## src/rtl/seg7_pkg.sv

```systemverilog
// Shared seven-segment definitions: segment vector type, blank pattern and
// the active-low hex glyph table used by every display block in the core.
package seg7_pkg;

    typedef logic [6:0] seg_t;

    localparam int PWM_W = 4;

    localparam seg_t SEG_OFF = 7'h7F;

    // {a,b,c,d,e,f,g}, a = MSB, active-low
    localparam seg_t HEX2SEG [16] = '{
        7'h01, 7'h4F, 7'h12, 7'h06,
        7'h4C, 7'h24, 7'h20, 7'h0F,
        7'h00, 7'h04, 7'h08, 7'h60,
        7'h31, 7'h42, 7'h30, 7'h38
    };

    function automatic seg_t hex2seg(input logic [3:0] nibble);
        return HEX2SEG[nibble];
    endfunction

endpackage

```

## src/rtl/seg7_scan_ctrl_if.sv

```systemverilog
// Register-side load bus of the seven-segment scanner: shadowed digit data
// plus the live brightness setting.
interface seg7_scan_ctrl_if #(
    parameter int NUM_DIGITS = 8
);

    logic                    i_load;
    logic [4*NUM_DIGITS-1:0] i_value;
    logic [NUM_DIGITS-1:0]   i_dp;
    logic [NUM_DIGITS-1:0]   i_digit_en;
    logic [3:0]              i_bright;

    modport master (
        output i_load,
        output i_value,
        output i_dp,
        output i_digit_en,
        output i_bright
    );

    modport slave (
        input i_load,
        input i_value,
        input i_dp,
        input i_digit_en,
        input i_bright
    );

endinterface

```

## src/rtl/seg7_hex_decoder.sv

```systemverilog
// Combinational hex nibble to active-low segment pattern.
module seg7_hex_decoder
    import seg7_pkg::*;
(
    input  logic [3:0] nibble,
    output seg_t       seg
);

    assign seg = hex2seg(nibble);

endmodule

```

## src/rtl/seg7_scan_ctrl.sv

```systemverilog
// Multiplexed N-digit seven-segment scanner with ghost blanking, PWM dimming
// and frame-synchronous shadow update. Optional SEG7_LEADING_ZERO_BLANK_EN.
module seg7_scan_ctrl
    import seg7_pkg::*;
#(
    parameter int NUM_DIGITS     = 8,
    parameter int CLKS_PER_DIGIT = 50000,
    parameter int BLANK_CLKS     = 500
) (
    input  logic                  clk,
    input  logic                  rst,
    seg7_scan_ctrl_if.slave       bus,
    output logic [NUM_DIGITS-1:0] o_an,
    output seg_t                  o_seg,
    output logic                  o_dp,
    output logic                  o_frame
);

    localparam int SLOT_W = $clog2(CLKS_PER_DIGIT);
    localparam int IDX_W  = (NUM_DIGITS > 1) ? $clog2(NUM_DIGITS) : 1;

    localparam logic [SLOT_W-1:0] SLOT_LAST = SLOT_W'(CLKS_PER_DIGIT - 1);
    localparam logic [IDX_W-1:0]  IDX_LAST  = IDX_W'(NUM_DIGITS - 1);
    localparam logic [SLOT_W:0]   BLANK_END = (SLOT_W + 1)'(BLANK_CLKS);

    logic [SLOT_W-1:0] slot_p0;
    logic [IDX_W-1:0]  idx_p0;
    logic [PWM_W-1:0]  pwm_p0;

    logic [4*NUM_DIGITS-1:0] active_val, pend_val, commit_val;
    logic [NUM_DIGITS-1:0]   active_dp,  pend_dp,  commit_dp;
    logic [NUM_DIGITS-1:0]   active_en,  pend_en,  commit_en, commit_en_vis;
    logic                    pend_flag;

    logic                  boundary_p0;
    logic                  lit_p0;
    logic [3:0]            nibble_p0;
    seg_t                  seg_p0;
    logic [NUM_DIGITS-1:0] an_p0;

`ifdef SEG7_LEADING_ZERO_BLANK_EN
    // Keep digits from the most significant nonzero/dp digit downwards.
    function automatic logic [NUM_DIGITS-1:0] lead_keep(
        input logic [4*NUM_DIGITS-1:0] val,
        input logic [NUM_DIGITS-1:0]   dp
    );
        logic [NUM_DIGITS-1:0] keep;
        logic                  seen;
        keep = '0;
        seen = 1'b0;
        for (int k = NUM_DIGITS - 1; k >= 0; k--) begin
            seen    = seen | (val[4*k +: 4] != 4'h0) | dp[k];
            keep[k] = seen;
        end
        keep[0] = 1'b1;
        return keep;
    endfunction
`endif

    // ---- stage p0: scan counters ----
    always_ff @(posedge clk) begin
        if (rst) begin
            slot_p0 <= '0;
            idx_p0  <= '0;
            pwm_p0  <= '0;
        end else begin
            pwm_p0 <= pwm_p0 + PWM_W'(1);
            if (slot_p0 == SLOT_LAST) begin
                slot_p0 <= '0;
                idx_p0  <= (idx_p0 == IDX_LAST) ? '0 : idx_p0 + IDX_W'(1);
            end else begin
                slot_p0 <= slot_p0 + SLOT_W'(1);
            end
        end
    end

    assign boundary_p0 = (slot_p0 == SLOT_LAST) && (idx_p0 == IDX_LAST);

    // A load landing on the boundary bypasses the shadow and commits directly.
    always_comb begin
        commit_val = pend_val;
        commit_dp  = pend_dp;
        commit_en  = pend_en;
        if (bus.i_load) begin
            commit_val = bus.i_value;
            commit_dp  = bus.i_dp;
            commit_en  = bus.i_digit_en;
        end
    end

`ifdef SEG7_LEADING_ZERO_BLANK_EN
    assign commit_en_vis = commit_en & lead_keep(commit_val, commit_dp);
`else
    assign commit_en_vis = commit_en;
`endif

    always_ff @(posedge clk) begin
        if (rst) begin
            active_val <= '0;
            active_dp  <= '0;
            active_en  <= '0;
            pend_val   <= '0;
            pend_dp    <= '0;
            pend_en    <= '0;
            pend_flag  <= 1'b0;
        end else if (boundary_p0) begin
            if (bus.i_load || pend_flag) begin
                active_val <= commit_val;
                active_dp  <= commit_dp;
                active_en  <= commit_en_vis;
            end
            pend_flag <= 1'b0;
        end else if (bus.i_load) begin
            pend_val  <= bus.i_value;
            pend_dp   <= bus.i_dp;
            pend_en   <= bus.i_digit_en;
            pend_flag <= 1'b1;
        end
    end

    assign lit_p0 = ({1'b0, slot_p0} >= BLANK_END) && active_en[idx_p0]
                    && (pwm_p0 <= bus.i_bright);

    assign nibble_p0 = active_val[{idx_p0, 2'b00} +: 4];

    seg7_hex_decoder u_dec (
        .nibble (nibble_p0),
        .seg    (seg_p0)
    );

    always_comb begin
        an_p0 = '1;
        if (lit_p0) begin
            an_p0[idx_p0] = 1'b0;
        end
    end

    // ---- stage p1: registered pin drivers ----
    always_ff @(posedge clk) begin
        if (rst) begin
            o_an    <= '1;
            o_seg   <= SEG_OFF;
            o_dp    <= 1'b1;
            o_frame <= 1'b0;
        end else begin
            o_an    <= an_p0;
            o_seg   <= lit_p0 ? seg_p0 : SEG_OFF;
            o_dp    <= lit_p0 ? ~active_dp[idx_p0] : 1'b1;
            o_frame <= boundary_p0;
        end
    end

endmodule

```

## src/flat_wrapper.sv

```systemverilog
// flat-port wrapper written by rule: the top's interface ports become plain ports
module seg7_scan_ctrl_flat import seg7_pkg::*;
#(
    parameter int NUM_DIGITS     = 8,
    parameter int CLKS_PER_DIGIT = 50000,
    parameter int BLANK_CLKS     = 500
)
  (clk, rst, o_an, o_seg, o_dp, o_frame, bus_i_load, bus_i_value, bus_i_dp, bus_i_digit_en, bus_i_bright);
  seg7_scan_ctrl_if #(.NUM_DIGITS(NUM_DIGITS)) bus_i ();
  input  logic clk;
  input  logic rst;
  output logic [NUM_DIGITS-1:0] o_an;
  output seg_t o_seg;
  output logic o_dp;
  output logic o_frame;
  input wire logic [$bits(bus_i.i_load)-1:0] bus_i_load;
  input wire logic [$bits(bus_i.i_value)-1:0] bus_i_value;
  input wire logic [$bits(bus_i.i_dp)-1:0] bus_i_dp;
  input wire logic [$bits(bus_i.i_digit_en)-1:0] bus_i_digit_en;
  input wire logic [$bits(bus_i.i_bright)-1:0] bus_i_bright;
  assign bus_i.i_load = bus_i_load;
  assign bus_i.i_value = bus_i_value;
  assign bus_i.i_dp = bus_i_dp;
  assign bus_i.i_digit_en = bus_i_digit_en;
  assign bus_i.i_bright = bus_i_bright;
  seg7_scan_ctrl #(.NUM_DIGITS(NUM_DIGITS), .CLKS_PER_DIGIT(CLKS_PER_DIGIT), .BLANK_CLKS(BLANK_CLKS)) u_core (.clk(clk), .rst(rst), .bus(bus_i), .o_an(o_an), .o_seg(o_seg), .o_dp(o_dp), .o_frame(o_frame));
endmodule
```

## config.mk

```make
export PLATFORM = sky130hd
export DESIGN_NAME = seg7_scan_ctrl_flat
export DESIGN_NICKNAME = d
export VERILOG_FILES = /design/src/rtl/seg7_pkg.sv /design/src/rtl/seg7_scan_ctrl_if.sv /design/src/rtl/seg7_hex_decoder.sv /design/src/rtl/seg7_scan_ctrl.sv /design/src/flat_wrapper.sv
export SDC_FILE = /design/constraint.sdc
export NUM_CORES = 1
export LEC_CHECK = 0
export ABC_AREA = 0
export BUFFER_PORTS_ARGS = -buffer_cell sky130_fd_sc_hd__buf_2
export CORE_ASPECT_RATIO = 1.25
export CORE_MARGIN = 3
export CORE_UTILIZATION = 55
export DETAILED_ROUTE_END_ITERATION = 10
export PLACE_DENSITY_LB_ADDON = 0.1
export SLEW_MARGIN = 20
export SYNTH_ARGS = -nofsm -noshare
export SYNTH_HDL_FRONTEND = slang
export SYNTH_SLANG_ARGS = --single-unit
```

## constraint.sdc

```tcl
create_clock -name clk -period 3.25 [get_ports clk]
set_clock_uncertainty 0.05 [all_clocks]
set_input_delay 0.1625 -clock clk [delete_from_list [all_inputs] [get_ports clk]]
set_output_delay 0.1625 -clock clk [all_outputs]
set_load 0.005 [all_outputs]
```

==> metrics <==
status=finished, final reports clean; Hold WS=192 ps; Port Buffers=slightly above 70; post-placement cell count=798; required time of the critical path=~3500 ps; minimum clock period after layout=approximately 2600 ps; M1 WL=~6000 microns; Seq cells post-synth=about 140; Async S/R FF share, synth=0%; RSZ-0062 raised after global routing=no; RR Startpoint=u_core.idx_p0[1]$_SDFFE_PP0P_; vias in the first global route=roughly 5000; Tot GR Track Use=a little under a quarter; initial antenna violation count=0; sequential fraction of the synthesis area=approximately 46%; EDFF count, synth=0; Die X=around 100 microns; diodes inserted=0; final setup vio count=0; via count=a little under 5000; clock slew at reported path FFs=60 ps; YS warnings=0; Max Buffers Root-to-Sink=2; Max Used Layer=met4; post_cts resized=0; Reg2Reg Capture Point=u_core.o_seg[3]$_SDFF_PP1_; CP endpoint kind=register; Pwr per Cell Area=around 550 nW/um^2; H-tree levels=4; Worst R2R Setup Slack=between 600 and 700 ps; Congestion Overflow GR=0; metal2 WL=7180 microns; Mapped Cells=between 600 and 700; crit start category=register; Cell variety after synth=50; TritonCTS clock tree=built; VDD IR max=between 0.3 and 0.4 mV; setup total negative slack=0 ps; DR iter-0 viols=slightly below 200; DP HPWL=roughly 9000 microns; Post-Place Setup Slack=741 ps; worst relative slew slack=between 50% and 60%; met3 WL=approximately 530 microns; via/cell ratio=5.63; first-pass GRT wire length=about 23000 microns; final period utilization=about 79%; share of cells above drive strength 1=a little under a quarter; Hold Fails Final Rpt=0; Area Growth Syn to Fin=25.9%; worst hold-check path type=in2reg; Post-Syn Area=approximately 6000 sq um; hold_buf cts=48; WL/cell=roughly 16 microns; Fmax=391 MHz; WHS Path Cells=2; CP arrival=between 2000 and 3000 ps; Worst-Margin Slew=691 ps; setup slack after layout=between 600 and 700 ps; initial core utilization=between 50% and 60%; chip height=about 120 microns; Die Footprint=around 12000 sq um; Final nets=~800; Pre-antenna DRT Iters=4; Cell Rows=41; final-layout fill cell count=~800; Final Non-Filler Cells=878; GPL Wtd Cong=0.849; Syn Area/Cell=~9.4 sq um; TritonCTS Sinks=137; hold worst-path end=u_core.o_frame$_SDFF_PP0_; Critical Path Fanout Max=10; number of setup buffers added after CTS=0; Core ar.=~10000 sq um; IO Pins=72; drt total wl=13900 microns; CTS Buf Count=17; Root Buffer=clkbuf_16; drt drc=0; area occupied by multi-input gates=between 2000 and 3000 sq um; largest net degree at the start of global routing=61; clk_lat worst skew=410 ps; Post-Syn Nets=704; Max Slew Vio Count=0; Routed Antenna Nets=0; beginning of the worst hold path=rst; top_reg_cell synth=dfxtp_1; worst reg-to-reg path cell count=8; Reg area=roughly 2700 sq um; critical path class=reg2reg; Leak Pwr=around 2.9 nW; Max Cap Viol=0
==> sequential cells by signal, summed over array words and instances, names as in the netlist <==
signal             flops
u_core.active_dp       8
u_core.active_en       8
u_core.active_val     32
u_core.idx_p0          3
u_core.o_an            8
u_core.o_dp            1
u_core.o_frame         1
u_core.o_seg           7
u_core.pend_dp         8
u_core.pend_en         8
u_core.pend_flag       1
u_core.pend_val       32
u_core.pwm_p0          4
u_core.slot_p0        16
==> worst max-delay path by stage <==
stage / from / cells past startpoint / slack (ps) / to
after floorplan: u_core.idx_p0[2]$_SDFFE_PP0P_ / 11 / 780 / u_core.o_seg[6]$_SDFF_PP1_
after CTS: u_core.idx_p0[1]$_SDFFE_PP0P_ / 8 / 690 / u_core.o_seg[3]$_SDFF_PP1_
final: u_core.idx_p0[1]$_SDFFE_PP0P_ / 8 / 690 / u_core.o_seg[3]$_SDFF_PP1_
after global placement: u_core.idx_p0[1]$_SDFFE_PP0P_ / 8 / 830 / u_core.o_seg[3]$_SDFF_PP1_
after detailed placement: u_core.idx_p0[1]$_SDFFE_PP0P_ / 8 / 740 / u_core.o_seg[3]$_SDFF_PP1_
after global routing: u_core.idx_p0[1]$_SDFFE_PP0P_ / 8 / 580 / u_core.o_seg[3]$_SDFF_PP1_
==> kinds of logic after synthesis <==
kind of cell	synth area share [%]
mux	13.1
xor+xnor	2.05
simple gates	15.0
flops	45.8
fa+ha+maj	3.13
compound gates	16.2
buf+inv	4.83
==> routing by layer <==
| layer | up-vias | GRT usage [%] |
|---|---|---|
| li1 | 2442 | - |
| met1 | 2384 | 28.0 |
| met2 | 98 | 42.1 |
| met3 | 22 | 5.29 |
| met4 | 0 | 8.71 |
| met5 | - | 0 |
==> cell usage in the layout, fill, tap and decap left out, types with 17 or more instances in the layout <==
master	synthesis	layout
mux2_2	54	54
nand2_1	112	112
dfxtp_1	137	137
clkbuf_16	0	17
nor2_1	31	31
dlygate4sd3_1	0	48
buf_2	9	70
a22o_1	48	48
a21oi_1	54	53
==> worst max-delay path, cell delays in order, from the launching register on <==
cell and delay, ps:
dfxtp_1 330, buf_4 180, mux2_2 340, a221o_1 350, a221o_1 410, inv_1 170, ha_1 260, o211a_1 230
o21ai_0 160
==> per-stage QoR <==
stage,utilization (%),cell area (sq um),power (mW)
finish,72.7,7540,4.16
global placement,61.6,6380,1.98
floorplan,-,5990,1.92
detailed placement,61.6,6380,1.99
global route,72.7,7540,4.29
CTS,72.7,7540,4.17
==> Yosys cell counts, types with 6 or more instances <==
master / number / area [sq um]
dfxtp_1: 137 / 2740
ha_1: 15 / 188
a21oi_1: 54 / 270
clkbuf_1: 29 / 109
buf_2: 9 / 45.0
a22o_1: 48 / 420
mux2_2: 54 / 608
xor2_1: 6 / 52.6
o221ai_1: 6 / 52.6
nand2_1: 112 / 420
nand4_1: 6 / 37.5
nor2_1: 31 / 116
nand3_1: 16 / 80.1
mux2i_1: 13 / 130
xnor2_1: 8 / 70.1
o211ai_1: 6 / 45.0
o21ai_0: 6 / 30.0
inv_1: 16 / 60.1
==> report_power, final <==
group          switching [mW]  internal, mW
clock network           0.713          1.45
logic                   0.107         0.146
registers              0.0257          1.72
==> area by class of cell <==
cell class                 count  share of cell area, %
tap                          129                   2.14
inverter                      17                  0.846
clock inverter                10                   2.51
sequential                   137                   36.4
clock buffer                  22                   6.42
timing repair buffer         131                   12.3
multi-input combinational    432                   39.4
(Power assumes the default switching activity.)
